[src/rtl/arg_cmd_pkg.sv]
// rtl/arg_cmd_pkg.sv - register map, command/status bit positions and FSM state type.
package arg_cmd_pkg;

   localparam int ADDR_CMD        = 0;
   localparam int ADDR_STATUS     = 1;
   localparam int ADDR_ARGIN_BASE = 2;

   localparam int CMD_RUN_BIT     = 0;
   localparam int CMD_ABORT_BIT   = 1;
   localparam int STAT_DONE_BIT   = 0;
   localparam int STAT_BUSY_BIT   = 1;
   localparam int STAT_CLR_BIT    = 0;

   typedef enum logic [1:0] {
      ST_IDLE = 2'd0,
      ST_RUN  = 2'd1,
      ST_DONE = 2'd2
   } state_t;

   function automatic int argout_base(input int num_arg_ins);
      return ADDR_ARGIN_BASE + num_arg_ins;
   endfunction

endpackage

[src/rtl/arg_regfile.sv]
// rtl/arg_regfile.sv - argIn/argOut storage with address decode and read-side lookup.
module arg_regfile import arg_cmd_pkg::*; #(
   parameter int NUM_ARG_INS  = 2,
   parameter int NUM_ARG_OUTS = 1,
   parameter int ADDR_W       = 8
) (
   input  logic                      clock,
   input  logic                      reset,
   input  logic                      i_wr_en,
   input  logic [ADDR_W-1:0]         i_addr,
   input  logic [31:0]               i_wdata,
   input  logic                      i_argin_lock,
   input  logic                      i_capture,
   input  logic [NUM_ARG_OUTS*32-1:0] i_arg_outs,
   output logic [NUM_ARG_INS*32-1:0] o_arg_ins,
   output logic                      o_rd_hit,
   output logic [31:0]               o_rd_data
);

   logic [31:0] r_arg_in  [NUM_ARG_INS];
   logic [31:0] r_arg_out [NUM_ARG_OUTS];

   always_ff @(posedge clock) begin
      if (reset) begin
         for (int i = 0; i < NUM_ARG_INS; i++)  r_arg_in[i]  <= '0;
         for (int j = 0; j < NUM_ARG_OUTS; j++) r_arg_out[j] <= '0;
      end else begin
         if (i_wr_en && !i_argin_lock) begin
            for (int i = 0; i < NUM_ARG_INS; i++)
               if (i_addr == ADDR_W'(ADDR_ARGIN_BASE + i)) r_arg_in[i] <= i_wdata;
         end
         // argOuts only ever change on the accelerator's completion edge
         if (i_capture) begin
            for (int j = 0; j < NUM_ARG_OUTS; j++) r_arg_out[j] <= i_arg_outs[j*32 +: 32];
         end
      end
   end

   always_comb begin
      o_rd_hit  = 1'b0;
      o_rd_data = '0;
      for (int i = 0; i < NUM_ARG_INS; i++) begin
         if (i_addr == ADDR_W'(ADDR_ARGIN_BASE + i)) begin
            o_rd_hit  = 1'b1;
            o_rd_data = r_arg_in[i];
         end
      end
      for (int j = 0; j < NUM_ARG_OUTS; j++) begin
         if (i_addr == ADDR_W'(argout_base(NUM_ARG_INS) + j)) begin
            o_rd_hit  = 1'b1;
            o_rd_data = r_arg_out[j];
         end
      end
   end

   for (genvar g = 0; g < NUM_ARG_INS; g++) begin : g_pack
      assign o_arg_ins[g*32 +: 32] = r_arg_in[g];
   end

endmodule

[src/rtl/arg_cmd_ctrl.sv]
// rtl/arg_cmd_ctrl.sv - Avalon-MM command/status controller; RUN_CYCLE_CNT_EN adds a RUN cycle counter.
module arg_cmd_ctrl import arg_cmd_pkg::*; #(
   parameter int NUM_ARG_INS  = 2,
   parameter int NUM_ARG_OUTS = 1,
   parameter int ADDR_W       = 8
) (
   input  logic                       clock,
   input  logic                       reset,
   input  logic [ADDR_W-1:0]          io_S_AVALON_address,
   input  logic                       io_S_AVALON_chipselect,
   input  logic                       io_S_AVALON_write,
   input  logic                       io_S_AVALON_read,
   input  logic [31:0]                io_S_AVALON_writedata,
   output logic [31:0]                io_S_AVALON_readdata,
   output logic                       io_enable,
   input  logic                       io_done,
   output logic [NUM_ARG_INS*32-1:0]  io_argIns,
   input  logic [NUM_ARG_OUTS*32-1:0] io_argOuts,
   output logic                       io_busy
);

   state_t      r_state;
   state_t      w_next;
   logic [31:0] r_readdata;
   logic        w_wr, w_rd, w_cmd_wr, w_stat_wr;
   logic        w_in_run, w_capture;
   logic        w_rf_hit;
   logic [31:0] w_rf_data, w_status, w_rd_mux;

   // write wins over a simultaneous read, so readdata holds in that cycle
   assign w_wr      = io_S_AVALON_chipselect && io_S_AVALON_write;
   assign w_rd      = io_S_AVALON_chipselect && io_S_AVALON_read && !io_S_AVALON_write;
   assign w_cmd_wr  = w_wr && (io_S_AVALON_address == ADDR_W'(ADDR_CMD));
   assign w_stat_wr = w_wr && (io_S_AVALON_address == ADDR_W'(ADDR_STATUS));
   assign w_in_run  = (r_state == ST_RUN);
   assign w_capture = w_in_run && io_done;

   always_comb begin
      w_next = r_state;
      case (r_state)
         ST_IDLE: if (w_cmd_wr && io_S_AVALON_writedata[CMD_RUN_BIT]) w_next = ST_RUN;
         ST_RUN: begin
            if (io_done)                                              w_next = ST_DONE;
            else if (w_cmd_wr && io_S_AVALON_writedata[CMD_ABORT_BIT]) w_next = ST_IDLE;
         end
         ST_DONE: begin
            if (w_cmd_wr && io_S_AVALON_writedata[CMD_RUN_BIT])         w_next = ST_RUN;
            else if (w_stat_wr && io_S_AVALON_writedata[STAT_CLR_BIT]) w_next = ST_IDLE;
         end
         default: w_next = ST_IDLE;
      endcase
   end

   always_ff @(posedge clock) begin
      if (reset) r_state <= ST_IDLE;
      else       r_state <= w_next;
   end

   assign io_enable = w_in_run;
   assign io_busy   = w_in_run;

   arg_regfile #(
      .NUM_ARG_INS  (NUM_ARG_INS),
      .NUM_ARG_OUTS (NUM_ARG_OUTS),
      .ADDR_W       (ADDR_W)
   ) u_regfile (
      .clock        (clock),
      .reset        (reset),
      .i_wr_en      (w_wr),
      .i_addr       (io_S_AVALON_address),
      .i_wdata      (io_S_AVALON_writedata),
      .i_argin_lock (w_in_run),
      .i_capture    (w_capture),
      .i_arg_outs   (io_argOuts),
      .o_arg_ins    (io_argIns),
      .o_rd_hit     (w_rf_hit),
      .o_rd_data    (w_rf_data)
   );

`ifdef RUN_CYCLE_CNT_EN
   localparam int ADDR_RUN_CNT = ADDR_ARGIN_BASE + NUM_ARG_INS + NUM_ARG_OUTS;
   logic [31:0] r_run_cnt;

   always_ff @(posedge clock) begin
      if (reset)                                r_run_cnt <= '0;
      else if (!w_in_run && w_next == ST_RUN)   r_run_cnt <= '0;
      else if (w_in_run && r_run_cnt != '1)     r_run_cnt <= r_run_cnt + 32'd1;
   end
`endif

   always_comb begin
      w_status                = '0;
      w_status[STAT_DONE_BIT] = (r_state == ST_DONE);
      w_status[STAT_BUSY_BIT] = w_in_run;
   end

   always_comb begin
      w_rd_mux = '0;
      if (io_S_AVALON_address == ADDR_W'(ADDR_CMD))         w_rd_mux = {31'b0, w_in_run};
      else if (io_S_AVALON_address == ADDR_W'(ADDR_STATUS)) w_rd_mux = w_status;
      else if (w_rf_hit)                                    w_rd_mux = w_rf_data;
`ifdef RUN_CYCLE_CNT_EN
      else if (io_S_AVALON_address == ADDR_W'(ADDR_RUN_CNT)) w_rd_mux = r_run_cnt;
`endif
   end

   always_ff @(posedge clock) begin
      if (reset)     r_readdata <= '0;
      else if (w_rd) r_readdata <= w_rd_mux;
   end

   assign io_S_AVALON_readdata = r_readdata;

endmodule

[config.mk]
export PLATFORM = sky130hd
export DESIGN_NAME = arg_cmd_ctrl
export DESIGN_NICKNAME = d
export VERILOG_FILES = /design/src/rtl/arg_cmd_pkg.sv /design/src/rtl/arg_regfile.sv /design/src/rtl/arg_cmd_ctrl.sv
export SDC_FILE = /design/constraint.sdc
export NUM_CORES = 1
export LEC_CHECK = 0
export ABC_AREA = 1
export ABC_CLOCK_PERIOD_IN_PS = 3200
export CORE_MARGIN = 2
export CORE_UTILIZATION = 65
export CTS_BUF_LIST = sky130_fd_sc_hd__clkbuf_4
export DETAILED_ROUTE_END_ITERATION = 8
export DONT_BUFFER_PORTS = 1
export GPL_TIMING_DRIVEN = 0
export PLACE_DENSITY_LB_ADDON = 0.12
export SYNTH_ARGS = -nofsm -noshare
export SYNTH_HDL_FRONTEND = slang
export SYNTH_SLANG_ARGS = --single-unit
[constraint.sdc]
create_clock -name clock -period 3.2 [get_ports clock]
set_input_delay 0.64 -clock clock [delete_from_list [all_inputs] [get_ports clock]]
set_output_delay 0.64 -clock clock [all_outputs]
set_load 0.03 [all_outputs]
==> flow_metrics.py <==
metrics = {
    "critical_path": {
        "endpoint_kind": "output port",
        "cp_data_required_time_ns": 2.56,
        "worstPathArrival_ns": 1.97,
        "crit_fanout": 7,
        "cp-start-kind": "register",
        "worstSetupPathType": "register to output port",
    },
    "logic_synthesis": {
        "ys_top_cells_by_area": "edfxtp_1 (52%), dfxtp_1 (12%), nand2_1 (11%)",
        "syn_nets": 645,
        "synth_top_area_cell": "edfxtp_1",
        "yosys_warnings": 0,
        "synth_seq_area_share": 0.649,
        "synth_seq_cells": 130,
        "syn_area_um2": 5490,
        "synthCells": 567,
        "syn_avg_cell_area_um2": 9.69,
        "yosysUniqueCellTypes": 24,
        "synth_top_area_share": 0.525,
        "async_reset_ff_frac": 0,
        "synth_edf_count": 96,
        "ys.flop_type": "edfxtp_1",
    },
    "power_and_ir_drop": {
        "power_leakage_nw": 2.52,
        "power.density_nw_per_um2": 525,
        "peakVddDrop_v": 0.000283,
        "p_total_mw": 3.11,
    },
    "sta": {
        "skew_ns": 0.0213,
        "max_slew_margin": 0.335,
        "rsz0062_at_grt": "no",
        "holdWs_ns": 0.306,
        "post-route-min-period_ns": 2.61,
        "slew_viol_final": 0,
        "fmax_ghz": 0.383,
        "final-setup-viol-count": 0,
        "finalCritPeriodShare": 0.817,
        "tns_ns": 0,
        "setup_slack_ns": 0.586,
        "hold_viol": 0,
        "tightest_slew_ns": 0.993,
    },
    "hold_path": {
        "min_path_type": "primary input to register",
    },
    "clock_network": {
        "cts_made_buffers": 17,
        "cts_max_level": 4,
        "cts_tree": "yes",
        "cts_root_buf": "clkbuf_4",
        "cts_hold_buf": 0,
        "clk_path_buf_depth": 2,
        "cts_setup_buffers": 0,
        "clk_pin_slew_ns": 0.10,
        "clkLatencyLatePin_ns": 0.54,
        "cts_sinks": 130,
        "post_cts_resized": 0,
    },
    "floorplanning": {
        "initial_core_util": 0.668,
        "die_x_um": 95.9,
        "die_h_um": 95.9,
        "ios": 176,
        "core_um2": 8220,
        "design.die.area_um2": 9200,
        "num_rows": 33,
    },
    "global_routing": {
        "antenna_found_initial": 0,
        "overflow": 0,
        "grt_max_degree": 33,
        "grt_pass1_vias": 3710,
        "grt_pass1_wl_mm": 18.6,
        "grt_util_all_layers": 0.282,
    },
    "placed_design": {
        "place_ws_ns": 0.353,
        "io_buffers": 0,
        "gp_congestion": 0.803,
        "dpl_cell_area_um2": 5630,
        "post-dp-hpwl_mm": 8.41,
    },
    "flow_run": {
        "drv_cap": 0,
    },
    "drt": {
        "drt_drc_violations_left": 0,
        "first_iter_violations": 188,
        "postRouteAntennaNets": 0,
        "viasPerCell": 5.50,
        "first_pass_iters": 5,
        "vias": 3871,
        "wl_mm": 12.5,
        "wl_per_cell_um": 17.7,
    },
    "finish": {
        "nNetsFinal": 664,
        "diodes": 0,
        "fin_area_um2": 5910,
        "final_layout_size_suffix_gt1_frac": 0.127,
        "area_delta_synth_final_pct": 7.63,
    },
    "status": {
        "status": "complete, no violations",
    },
}
cells by family after synthesis:
| group | synth area share |
|---|---|
| buffers and inverters | 0.0800 |
| AO/OA/AOI/OAI | 0.0376 |
| AND/OR/NAND/NOR | 0.234 |
| flip-flops | 0.649 |
cell type report:
class	count	area, um^2
tap	105	131
buffer	26	154
multi-input combinational	335	1500
fill	648	2300
clock inverter	13	138
inverter	76	285
clock buffer	19	143
sequential	130	3560
cell usage in the layout (no fill, tap or decap):
master	count
nand2_1	158
dfxtp_1	34
nor2_1	78
nand3_1	31
edfxtp_1	96
o21bai_1	1
buf_2	10
clkinv_4	4
nand2_4	1
a21oi_1	33
inv_1	75
nand3_2	9
clkbuf_1	10
bufinv_16	2
nand4_1	3
o211ai_1	1
o211ai_2	1
inv_6	1
a21oi_2	1
clkinv_1	2
nor3_4	2
buf_4	1
clkinvlp_4	2
clkbuf_8	1
clkinv_2	3
buf_6	4
nor3_2	1
nand2_2	14
clkbuf_4	19
o21ai_0	1
registers in the layout, indices dropped and copies added, names as in the netlist:
register and cells:
io_S_AVALON_readdata 32, r_state 2, u_regfile.r_arg_in 64, u_regfile.r_arg_out 32
worst max-delay path, stage by stage, from the launching register on:
cell     delay (ns)
dfxtp_1        0.34
inv_1          0.06
nor2_1         0.75
buf_4          0.31
power by group:
part           switching (mW)  internal [mW]
clock                   0.610          0.480
sequential             0.0792           1.84
combinational          0.0739         0.0177
Yosys cell counts, types with 2 or more instances:
library cell    n
nand2_1       161
nand2_2        11
nand3_1        31
nand4_1         3
a21oi_1        33
dfxtp_1        34
inv_1          75
nor2_1         78
buf_2          10
nor3_4          2
nand3_2         9
clkbuf_1       10
buf_6           4
edfxtp_1       96
layer usage:
layer | GRT usage | share of wire
met2 | 0.470 | 0.50
met3 | 0.110 | 0.11
met5 | 0 | 0
met1 | 0.325 | 0.36
met4 | 0.115 | 0.020
per-stage QoR:
step           cells  utilization
3_3_place_gp     672        0.684
4_1_cts          704        0.719
3_5_place_dp     672        0.685
6_report         704        0.720
5_1_grt          704        0.720
2_1_floorplan    567            -
final timing paths:
path | cells after the start | end | slack, ns | start
max | 3 | io_enable | 0.59 | r_state[0]
min | 2 | r_state[0] | 0.31 | io_S_AVALON_writedata[0]
max reg2reg | 5 | u_regfile.r_arg_in[0][2] | 0.74 | r_state[0]
min reg2reg | 3 | r_state[0] | 0.59 | r_state[0]
Note: power is estimated with default switching activity, not from simulation.
